[config.mk]
export PLATFORM = sky130hd
export DESIGN_NAME = mem_fu_arbiter
export DESIGN_NICKNAME = d
export VERILOG_FILES = /design/src/rtl/mem_fu_arbiter.sv
export SDC_FILE = /design/constraint.sdc
export NUM_CORES = 1
export LEC_CHECK = 0
export ABC_CLOCK_PERIOD_IN_PS = 14850
export CORE_AREA = 3 3 228 230
export CTS_BUF_LIST = sky130_fd_sc_hd__clkbuf_16
export DETAILED_ROUTE_END_ITERATION = 16
export DIE_AREA = 0 0 231 233
export SYNTH_ARGS = -nofsm -noshare
export SYNTH_HDL_FRONTEND = slang
export SYNTH_SLANG_ARGS = --single-unit
[constraint.sdc]
create_clock -name clock -period 14.85 [get_ports clock]
set_input_delay 4.455 -clock clock [delete_from_list [all_inputs] [get_ports clock]]
set_output_delay 4.455 -clock clock [all_outputs]
set_load 0.01 [all_outputs]
[src/rtl/mem_fu_arbiter.sv]
// Memory functional-unit sequencer: round-robin pick of one issue slot, then
// AGU hold, D-cache request, load wait and writeback handshake, one op in flight.
//
// state | meaning
// IDLE  | may grant an eligible slot
// ISSUE | mem_req_valid held until mem_req_ready
// WAIT  | load accepted, waiting for mem_resp_valid
// DONE  | done_valid held until done_ack
// DRAIN | squashed load outstanding, response will be discarded
module mem_fu_arbiter #(
  parameter int NUM_REQ = 3,
  parameter int TAG_W   = 6
) (
  input  logic                            clock,
  input  logic                            reset,
  input  logic [NUM_REQ-1:0]              req_valid,
  input  logic [NUM_REQ-1:0]              req_rd,
  input  logic [NUM_REQ-1:0]              req_wr,
  input  logic [NUM_REQ-1:0][31:0]        req_op1,
  input  logic [NUM_REQ-1:0][31:0]        req_op2,
  input  logic [NUM_REQ-1:0][31:0]        req_inst,
  input  logic [NUM_REQ-1:0][TAG_W-1:0]   req_dest_tag,
  output logic [NUM_REQ-1:0]              req_grant,
  output logic [31:0]                     agu_op1,
  output logic [31:0]                     agu_op2,
  output logic [31:0]                     agu_inst,
  output logic                            agu_rd,
  output logic                            agu_wr,
  input  logic [31:0]                     agu_addr,
  output logic                            mem_req_valid,
  input  logic                            mem_req_ready,
  output logic [31:0]                     mem_req_addr,
  output logic                            mem_req_wr,
  output logic [31:0]                     mem_req_wdata,
  input  logic                            mem_resp_valid,
  input  logic [31:0]                     mem_resp_data,
  output logic                            done_valid,
  input  logic                            done_ack,
  output logic [TAG_W-1:0]                done_tag,
  output logic [31:0]                     done_data,
  output logic                            done_is_store,
  input  logic                            squash,
  output logic                            busy
);

  localparam int PW = (NUM_REQ > 1) ? $clog2(NUM_REQ) : 1;

  typedef enum logic [2:0] {
    ST_IDLE  = 3'd0,
    ST_ISSUE = 3'd1,
    ST_WAIT  = 3'd2,
    ST_DONE  = 3'd3,
    ST_DRAIN = 3'd4
  } state_t;

  state_t             state_q, state_d;
  logic [PW-1:0]      ptr_q, ptr_d;
  logic [31:0]        agu_op1_q, agu_op1_d;
  logic [31:0]        agu_op2_q, agu_op2_d;
  logic [31:0]        agu_inst_q, agu_inst_d;
  logic               agu_rd_q, agu_rd_d;
  logic               agu_wr_q, agu_wr_d;
  logic [TAG_W-1:0]   tag_q, tag_d;
  logic [TAG_W-1:0]   done_tag_q, done_tag_d;
  logic [31:0]        done_data_q, done_data_d;
  logic               done_is_store_q, done_is_store_d;

  logic [NUM_REQ-1:0] eligible;
  logic [NUM_REQ-1:0] pick_vec;
  logic [PW-1:0]      pick_idx;
  logic               pick_found;
  logic               grant_en;

  assign eligible = req_valid & (req_rd | req_wr);

  // Search starts at the pointer and wraps; first eligible slot wins.
  always_comb begin
    pick_vec   = '0;
    pick_idx   = '0;
    pick_found = 1'b0;
    for (int k = 0; k < NUM_REQ; k++) begin
      logic [PW-1:0] cand;
      cand = PW'((int'(ptr_q) + k) % NUM_REQ);
      if (!pick_found && eligible[cand]) begin
        pick_found     = 1'b1;
        pick_idx       = cand;
      end
    end
    if (pick_found) pick_vec[pick_idx] = 1'b1;
  end

  assign grant_en  = (state_q == ST_IDLE) && !squash && pick_found;
  assign req_grant = grant_en ? pick_vec : '0;

  always_comb begin
    state_d         = state_q;
    ptr_d           = ptr_q;
    agu_op1_d       = agu_op1_q;
    agu_op2_d       = agu_op2_q;
    agu_inst_d      = agu_inst_q;
    agu_rd_d        = agu_rd_q;
    agu_wr_d        = agu_wr_q;
    tag_d           = tag_q;
    done_tag_d      = done_tag_q;
    done_data_d     = done_data_q;
    done_is_store_d = done_is_store_q;

    case (state_q)
      ST_IDLE: begin
        if (grant_en) begin
          agu_op1_d  = req_op1[pick_idx];
          agu_op2_d  = req_op2[pick_idx];
          agu_inst_d = req_inst[pick_idx];
          // rd together with wr is handled as a store
          agu_wr_d   = req_wr[pick_idx];
          agu_rd_d   = req_rd[pick_idx] & ~req_wr[pick_idx];
          tag_d      = req_dest_tag[pick_idx];
          ptr_d      = PW'((int'(pick_idx) + 1) % NUM_REQ);
          state_d    = ST_ISSUE;
        end
      end
      ST_ISSUE: begin
        if (squash) begin
          state_d = (mem_req_ready && !agu_wr_q) ? ST_DRAIN : ST_IDLE;
        end else if (mem_req_ready) begin
          if (agu_wr_q) begin
            done_tag_d      = tag_q;
            done_data_d     = '0;
            done_is_store_d = 1'b1;
            state_d         = ST_DONE;
          end else begin
            state_d = ST_WAIT;
          end
        end
      end
      ST_WAIT: begin
        if (squash) begin
          state_d = mem_resp_valid ? ST_IDLE : ST_DRAIN;
        end else if (mem_resp_valid) begin
          done_tag_d      = tag_q;
          done_data_d     = mem_resp_data;
          done_is_store_d = 1'b0;
          state_d         = ST_DONE;
        end
      end
      ST_DONE: begin
        if (squash || done_ack) state_d = ST_IDLE;
      end
      ST_DRAIN: begin
        if (mem_resp_valid) state_d = ST_IDLE;
      end
      default: state_d = ST_IDLE;
    endcase
  end

  always_ff @(posedge clock or posedge reset) begin
    if (reset) begin
      state_q         <= ST_IDLE;
      ptr_q           <= '0;
      agu_op1_q       <= '0;
      agu_op2_q       <= '0;
      agu_inst_q      <= '0;
      agu_rd_q        <= 1'b0;
      agu_wr_q        <= 1'b0;
      tag_q           <= '0;
      done_tag_q      <= '0;
      done_data_q     <= '0;
      done_is_store_q <= 1'b0;
    end else begin
      state_q         <= state_d;
      ptr_q           <= ptr_d;
      agu_op1_q       <= agu_op1_d;
      agu_op2_q       <= agu_op2_d;
      agu_inst_q      <= agu_inst_d;
      agu_rd_q        <= agu_rd_d;
      agu_wr_q        <= agu_wr_d;
      tag_q           <= tag_d;
      done_tag_q      <= done_tag_d;
      done_data_q     <= done_data_d;
      done_is_store_q <= done_is_store_d;
    end
  end

  assign agu_op1       = agu_op1_q;
  assign agu_op2       = agu_op2_q;
  assign agu_inst      = agu_inst_q;
  assign agu_rd        = agu_rd_q;
  assign agu_wr        = agu_wr_q;
  assign mem_req_valid = (state_q == ST_ISSUE);
  assign mem_req_addr  = agu_addr;
  assign mem_req_wr    = agu_wr_q;
  assign mem_req_wdata = agu_op2_q;
  assign done_valid    = (state_q == ST_DONE);
  assign done_tag      = done_tag_q;
  assign done_data     = done_data_q;
  assign done_is_store = done_is_store_q;
  assign busy          = (state_q != ST_IDLE);

endmodule

# Word level (Yosys, flattened, before mapping)
# Index checks and enable logic that the tools add are counted.
dict set report totals {
  elab_cells 115
  out_inout_bits 208
  inputBits 385
  register_bits 148
}
dict set report classes {
  bitwise 4
  div 4
  reduce_logical 17
  eq_ne 14
  muxes 57
  add_sub_neg 3
  n_lt_le_gt_ge 5
}
# operator count
set ops {}
lappend ops {{$mux W32} 8}
lappend ops {{$bmux W32 S2} 3}
lappend ops {{$mod A32 B3 Y32 const B} 3}
lappend ops {{$pmux W32 S2} 1}
lappend ops {{$mux W6} 6}
lappend ops {{$mux W3} 11}
lappend ops {{$mod A3 B3 Y32 const B} 1}
lappend ops {{$mux W1} 15}
lappend ops {{$pmux W3 S5} 1}
lappend ops {{$bmux W6 S2} 1}
lappend ops {{$lt A2 B3 Y1 const B} 4}
lappend ops {{$pmux W6 S2} 1}
lappend ops {{$bmux W1 S2} 5}
lappend ops {{$ne A2 B2 Y1 const B} 5}
lappend ops {{$add A2 B1 Y3 const B} 2}
lappend ops {{$eq A3 B2 Y1 const B} 2}
lappend ops {{$logic_and A1 B1 Y1} 6}
lappend ops {{$mux W2} 3}
lappend ops {{$ne A2 B1 Y1 const B} 3}
lappend ops {{$reduce_and A6 Y1} 1}
lappend ops {{$reduce_and A5 Y1} 1}
lappend ops {{$logic_not A1 Y1} 4}
lappend ops {{$add A2 B2 Y3 const B} 1}
lappend ops {{$and A3 B3 Y3} 1}
lappend ops {{15 further kinds} 15}

# Logic depth before layout (Yosys ltp)
# Gate-level depths: netlist (run 1).
dict set report depth {
  ltp_word 17
  mapped_depth 10
  mapped_depth_nobuf 8
}

# Worst setup path after synthesis (run 1)
# No wires, ideal clock.
dict set report synth_path {
  path_type {input -> output}
  startpoint {input req_rd[0]}
  endpoint {output req_grant[1]}
  arrival_time_ns 5.832
  path_stages 8
  n_path_buf 2
  setup_slack_ns 4.563
  required_ns 10.395
  cell_sequence {o21ai_0 -> a21o_1 -> a32o_1 -> buf_2 -> inv_2 -> clkbuf_1 -> ha_1 -> and2_1}
}
dict set report synth_between {
  elab_chain_len 17
  word_cells_on_any_way 26
  cone_classes {order compare: 2; mux: 16; bitwise: 2; reduce/logical: 6}
}
# item line
set synth_rtl {}
lappend synth_rtl {{start, declared} 17} ;# input logic [NUM_REQ-1:0] req_rd,
lappend synth_rtl {{$or A3 B3 Y3 (*)} 74} ;# assign eligible = req_valid & (req_rd | req_wr);
lappend synth_rtl {{$and A3 B3 Y3 (*)} 74}
lappend synth_rtl {{$bmux W1 S2} 84} ;# if (!pick_found && eligible[cand]) begin
lappend synth_rtl {{$mux W1 (implied by the code)} 84}
lappend synth_rtl {{$mux W1} 84}
lappend synth_rtl {{$logic_not A1 Y1} 84}
lappend synth_rtl {{$logic_and A1 B1 Y1} 84}
lappend synth_rtl {{$mux W1} 84}
lappend synth_rtl {{$logic_not A1 Y1} 84}
lappend synth_rtl {{$logic_and A1 B1 Y1} 84}
lappend synth_rtl {{$mux W2} 84}
lappend synth_rtl {{$lt A2 B3 Y1 (implied by the code) or $ge A2 B1 Y1 (tied branches)} 89} ;# if (pick_found) pick_vec[pick_idx] = 1'b1;
lappend synth_rtl {{$logic_and A1 B1 Y1 (implied by the code)} 89}
lappend synth_rtl {{$mux W1 (implied by the code)} 89}
lappend synth_rtl {{$demux W1 S2} 89}
lappend synth_rtl {{$mux W3} 89}
lappend synth_rtl {{$mux W3 (*)} 93} ;# assign req_grant = grant_en ? pick_vec : '0;
lappend synth_rtl {{end, declared} 23} ;# output logic [NUM_REQ-1:0] req_grant,
# Mark *: on every way between the ends. The rest lies on a longest branch, timed or not. The select of a mux whose other input is x is not followed.

# Worst setup path in the final report (run 1)
dict set report layout_path {
  startpoint {input req_wr[0]}
  endpoint {output req_grant[2]}
}
dict set report layout_between {
  elab_chain_len 17
  word_cells_on_any_way 26
  cone_classes {order compare: 2; mux: 16; bitwise: 2; reduce/logical: 6}
}
# item line
set layout_rtl {}
lappend layout_rtl {{start, declared} 18} ;# input logic [NUM_REQ-1:0] req_wr,
lappend layout_rtl {{$or A3 B3 Y3 (*)} 74}
lappend layout_rtl {{$and A3 B3 Y3 (*)} 74}
lappend layout_rtl {{$bmux W1 S2} 84}
lappend layout_rtl {{$mux W1 (implied by the code)} 84}
lappend layout_rtl {{$mux W1} 84}
lappend layout_rtl {{$logic_not A1 Y1} 84}
lappend layout_rtl {{$logic_and A1 B1 Y1} 84}
lappend layout_rtl {{$mux W1} 84}
lappend layout_rtl {{$logic_not A1 Y1} 84}
lappend layout_rtl {{$logic_and A1 B1 Y1} 84}
lappend layout_rtl {{$mux W2} 84}
lappend layout_rtl {{$lt A2 B3 Y1 (implied by the code) or $ge A2 B1 Y1 (tied branches)} 89}
lappend layout_rtl {{$logic_and A1 B1 Y1 (implied by the code)} 89}
lappend layout_rtl {{$mux W1 (implied by the code)} 89}
lappend layout_rtl {{$demux W1 S2} 89}
lappend layout_rtl {{$mux W3} 89}
lappend layout_rtl {{$mux W3 (*)} 93}
# Marked as above.

==> reports/metrics.csv, run 1 <==
metric;value;unit
Worst Path Class, Setup;in -> out;
synthesis-to-layout area growth;69.2;%
Post-DRT Antenna Nets;0;
Endpoint, Worst Hold;done_data[1]$_DFFE_PP0P_;
GRT Overall Usage;0.147;
maxcap violations;0;
Primary FF master, synth;dfrtp_1;
delay-heaviest family, CP;compound AO/OA/AOI/OAI gates;
register area share after synthesis;0.434;
CTS H-tree lvls;4;
slew at the pin closest to its max-slew limit;1210;ps
R2R Path End;agu_op2[15]$_DFFE_PP0P_;
Cell Area, Placed;13900;um2
Die Wd;231;um
Clock Skews;8.04;ps
DRT Pass-1 Iters;5;
clk sinks;148;
flop-to-flop setup slack;11020;ps
yosys warns;0;
min cycle time layout;12150;ps
Critical path buffers and inverters;3;
Post-Route Setup TNS;0;ps
Post-CTS Setup Repair Bufs;0;
FFs w/ async S/R, synth;1.00;
Synth area leaders;dfrtp_1 (43%), a211oi_1 (9.1%), o31ai_1 (9.1%), and3_1 (7.6%), o21ai_0 (6.4%);
GRT overflow;0;
CTS tree;yes;
PD cells;175;nW/um2
Syn Std Cell Area;8530;um2
I/O Buffers;528;
FF-to-FF Start;ptr_q[0]$_DFFE_PP0P_;
Crit-path slowest cell;o21ai_0;
worst path arrival time;7700;ps
worst-case clock buffer depth;2;
Peak VDD IR;0.0863;mV
largest net degree at the start of global routing;104;
Hold Crit Class;reg -> reg;
Hold Buf Count CTS;0;
area taken by multi-input logic gates;3930;um2
most common cell after layout, fill and taps aside;clkdlybuf4s50_1;
Inserted Clock Buffers;17;
RSZ-0062 raised after global routing;false;
via count;9134;
initial antenna violation count;0;
latest clock arrival within the worst-skew pair;470;ps
Peak Freq;82.3;MHz
Vert. Die Dim;233;um
Residual DRC;0;
vias in the first global route;9287;
Hold Startpoint;done_data[1]$_DFFE_PP0P_;
Worst path max stage delay;690;ps
num rows;82;
Hold Crit Depth;1;
commonest non-fill, non-tap cells in the layout;clkdlybuf4s50_1 (528), dfrtp_1 (148), o21ai_0 (108), nor2_1 (108);
Leak;0.00586;uW
post_cts resized;0;
Final setup viols;0;
reg2reg path depth;8;
CTS Root Cell;clkbuf_16;
CP max FO;63;
Slew HR;0.192;
Fillers;5340;
largest area contributor in the netlist;dfrtp_1;
post-synth top area share;0.434;
CP endpoint kind;output port;
io pins;593;
worst endpoint required time;10390;ps
EDFF count, synth;0;
Mapped Nets;1326;
synthesized flop and latch total;148;
library cells used by synthesis;40;
Syn Area/Cell;9.11;um2
Via density;4.53;
die area;53800;um2
Final period util;0.818;
synthesized instance count;936;
clk slew on worst S/H paths;70;ps
outcome;finished clean;
RePlAce Congestion;0.802;
Final Hold Fails;0;
hpwl dp;30300;um
ANT cells;0;
Finished Cell Area;14400;um2
cell-by-cell listing of the critical path;clkdlybuf4s50_1 -> o21ai_0 -> o311a_4 -> and2_1 -> inv_4 -> ha_1 -> and2_1 -> clkdlybuf4s50_1;
Starting Density;0.170;
WL/cell;20.3;um
ratio of cells with drive above 1 in the final layout;0.0439;
final net count;1721;
DRT iter0 DRCs;447;
WL final;40900;um
FF+latch area;3700;um2
first-pass GRT wire length;59200;um
max-slew violations;0;
Startpoint Class;input pin;
Core ar.;50100;um2
-- per-stage QoR --
stage,instances,power [uW],worst slack [ps],hold WS (ps),utilization
after global placement,1984,2110,2660,482,0.277
after CTS,2016,2580,2610,504,0.288
after global routing,2016,2710,2450,516,0.288
after floorplan,936,1430,4560,473,-
after detailed placement,1984,2130,2640,481,0.277
final,2016,2530,2700,496,0.288
-- area by class of cell --
cell class,count,area share
timing repair buffer,540,0.372
clock buffer,17,0.0295
tap,672,0.0583
inverter,9,0.00303
clock inverter,15,0.00806
multi-input combinational,615,0.272
sequential,148,0.257
-- power by group --
part / switching [uW] / internal [uW]
registers: 124 / 586
logic: 713 / 684
clock network: 193 / 228
total: 1030 / 1500
-- sequential cells by signal, indices dropped and copies added, names as in the netlist, 2 cells and up --
register   count
agu_inst      32
agu_op1       32
agu_op2       32
done_data     32
done_tag       6
tag_q          6
state_q        3
ptr_q          2
-- worst max path at each step --
| stage | start | endpoint | slack [ps] | cells past startpoint |
|---|---|---|---|---|
| 3_3_place_gp | req_wr[0] | req_grant[0] | 2660 | 8 |
| 4_1_cts | req_wr[0] | req_grant[2] | 2610 | 8 |
| 3_5_place_dp | req_wr[0] | req_grant[2] | 2640 | 8 |
| 5_1_grt | req_wr[0] | req_grant[0] | 2450 | 8 |
| 2_1_floorplan | req_rd[0] | req_grant[1] | 4560 | 8 |
| 6_report | req_wr[0] | req_grant[2] | 2700 | 8 |
-- cells by family after synthesis --
logic type	count (synthesis)	share of synthesized area
AOI/OAI and AO/OA	367	0.297
and+or+nand+nor	235	0.139
buffers and inverters	173	0.112
DFF	148	0.434
muxes	8	0.0106
adders and majority gates	5	0.00733
-- synthesized netlist by cell type, types with 5 or more instances --
library cell,count
dfrtp_1,148
ha_1,5
mux2_2,8
o21ai_0,109
buf_4,65
a211oi_1,103
and3_1,103
o31ai_1,103
a22o_1,33
nor2_1,108
buf_2,10
and2_1,5
buf_6,7
nor3_1,6
inv_1,7
clkbuf_1,82
-- routing by layer --
metal  GRT usage  wire [um]  vias to the layer above
li1            -          -                     4217
met1       0.173      16300                     4394
met2       0.239      19600                      432
met3      0.0458       3200                       91
met4      0.0802       1840                        0
met5           0          0                        -
No activity file was read; power rests on OpenSTA's default activity.
==> run 2, diff against run 1 <==
ABC_CLOCK_PERIOD_IN_PS = 12390   (was 14850)
CORE_AREA = 3 3 231 233   (was 3 3 228 230)
DIE_AREA = 0 0 234 236   (was 0 0 231 233)
clock period = 12.39 ns   (was 14.85 ns; I/O delays follow)
==> run 2 against run 1 <==
Against the previous run:
- clock skew increased by 8.4 ps
- non-clock buffer count stayed put
- total power grew 21%
- critical path depth stayed put
- global-route usage increased by 0.27 points
- worst hold slack better by 1.6 ps
==> reports/metrics.csv, run 2 (same netlist as run 1, synthesis figures left out) <==
metric;value;unit
PD cells;211;nW/um2
delay-heaviest family, CP;buffers and inverters;
io pins;593;
Clock Power Share;0.174;
FF-to-FF Start;ptr_q[1]$_DFFE_PP0P_;
Clock Skews;16.5;ps
first-pass GRT wire length;61400;um
worst endpoint required time;8670;ps
Critical path buffers and inverters;3;
latest clock arrival within the worst-skew pair;480;ps
Fillers;5489;
min cycle time layout;10580;ps
outcome;finished clean;
RePlAce Congestion;0.820;
Residual DRC;0;
Worst Path Class, Setup;in -> out;
GRT Overall Usage;0.150;
Starting Density;0.166;
Final setup viols;0;
Slew HR;0.382;
worst setup path startpoint;req_rd[0];
Vert. Die Dim;236;um
final net count;1721;
Comb pwr share;0.549;
Sequential Power Share;0.277;
slew at the pin closest to its max-slew limit;927;ps
CTS H-tree lvls;4;
switch share;0.404;
Post-CTS Setup Repair Bufs;0;
worst setup margin;1810;ps
reg2reg path depth;8;
Hold Slack;497;ps
Worst path max stage delay;620;ps
maxcap violations;0;
hpwl dp;31500;um
via count;9237;
Post-DRT Antenna Nets;0;
I/O Buffers;528;
die area;55200;um2
DRT Pass-1 Iters;5;
ratio of cells with drive above 1 in the final layout;0.0454;
number of stages on the worst setup path;8;
Leak;0.00588;uW
WL final;42500;um
FF+latch area;3700;um2
DRT iter0 DRCs;467;
Hold Crit Class;reg -> reg;
Inserted Clock Buffers;17;
Internal;1820;uW
area taken by multi-input logic gates;3930;um2
GRT overflow;0;
Finished Cell Area;14500;um2
num rows;83;
worst path arrival time;6860;ps
CTS Root Cell;clkbuf_16;
CTS tree;yes;
Peak Freq;94.5;MHz
cell-by-cell listing of the critical path;clkdlybuf4s50_1 -> o21ai_0 -> a21o_1 -> a32o_4 -> inv_4 -> ha_1 -> and2_1 -> clkdlybuf4s50_1;
Die Wd;234;um
Startpoint Class;input pin;
Core ar.;51400;um2
Final period util;0.854;
CP max FO;54;
Hold Crit Depth;1;
CP endpoint kind;output port;
synthesis-to-layout area growth;69.8;%
Post-Route Setup TNS;0;ps
Pwr Total;3060;uW
Cell Area, Placed;13900;um2
most common cell after layout, fill and taps aside;clkdlybuf4s50_1;
WL/cell;21.0;um
max-slew violations;0;
post_cts resized;0;
worst-case clock buffer depth;2;
Hold Startpoint;done_data[0]$_DFFE_PP0P_;
largest net degree at the start of global routing;86;
clk sinks;148;
commonest non-fill, non-tap cells in the layout;clkdlybuf4s50_1 (528), dfrtp_1 (148), o21ai_0 (108), nor2_1 (108);
Via density;4.56;
sw power;1230;uW
RSZ-0062 raised after global routing;false;
vias in the first global route;9496;
Peak VDD IR;0.123;mV
Crit-path slowest cell;a32o_4;
Hold Buf Count CTS;0;
Final Hold Fails;0;
initial antenna violation count;5;
clk slew on worst S/H paths;60;ps
Top cell by count, worst path;clkdlybuf4s50_1;
DP Worst Slack;1810;ps
-- run 2: cell count changes in the layout (fill, tap and decap cells not counted) --
cell and change:
bufinv_16 +1, clkinv_1 -1, clkinv_2 -2, clkinv_4 +2
diode_2 +1, inv_1 -1, inv_6 +1
-- run 2: worst paths after layout --
path,endpoint,slack (ps)
setup / recovery,req_grant[1],1810
hold / removal,done_data[0]$_DFFE_PP0P_,500
setup reg to reg,agu_inst[17]$_DFFE_PP0P_,8530
hold reg to reg,done_data[0]$_DFFE_PP0P_,500
max in group asynchronous,agu_inst[2]$_DFFE_PP0P_,7080
min in group asynchronous,done_data[6]$_DFFE_PP0P_,3760
-- run 2: worst register-to-register path: stages (launching register included) --
cell and delay [ps]:
dfrtp_1 470, ha_1 370, or3_1 410, o21ai_1 150
a2111o_2 190, buf_4 470, or2_4 680, buf_4 670
o31ai_1 300
-- run 2: cell type report --
type | count | area share
diodes | 1 | 0.000173
clock buffers | 17 | 0.0294
clock inverters | 15 | 0.0107
inverters | 9 | 0.00302
multi-input cells | 615 | 0.271
flip-flops and latches | 148 | 0.256
well taps | 680 | 0.0587
repair buffers | 540 | 0.371
-- run 2: power by group through the flow --
| stage | clock network [uW] | logic [uW] | registers [uW] |
|---|---|---|---|
| 5_1_grt | 570 | 1820 | 877 |
| 3_3_place_gp | 0 | 1680 | 845 |
| 3_5_place_dp | 0 | 1700 | 856 |
| 6_report | 531 | 1680 | 847 |
| 4_1_cts | 550 | 1700 | 851 |
| 2_1_floorplan | 0 | 802 | 909 |
-- run 2: per-layer routing --
metal	wire [um]	vias up	global-route usage
li1	-	4207	-
met1	16300	4498	0.168
met2	21300	457	0.261
met3	3420	73	0.0430
met4	1450	2	0.0666
met5	20	-	0
-- run 2: metrics by stage --
stage / std cells / utilization
2_1_floorplan: 936 / -
3_3_place_gp: 1992 / 0.270
3_5_place_dp: 1992 / 0.270
4_1_cts: 2024 / 0.282
5_1_grt: 2024 / 0.282
6_report: 2025 / 0.282
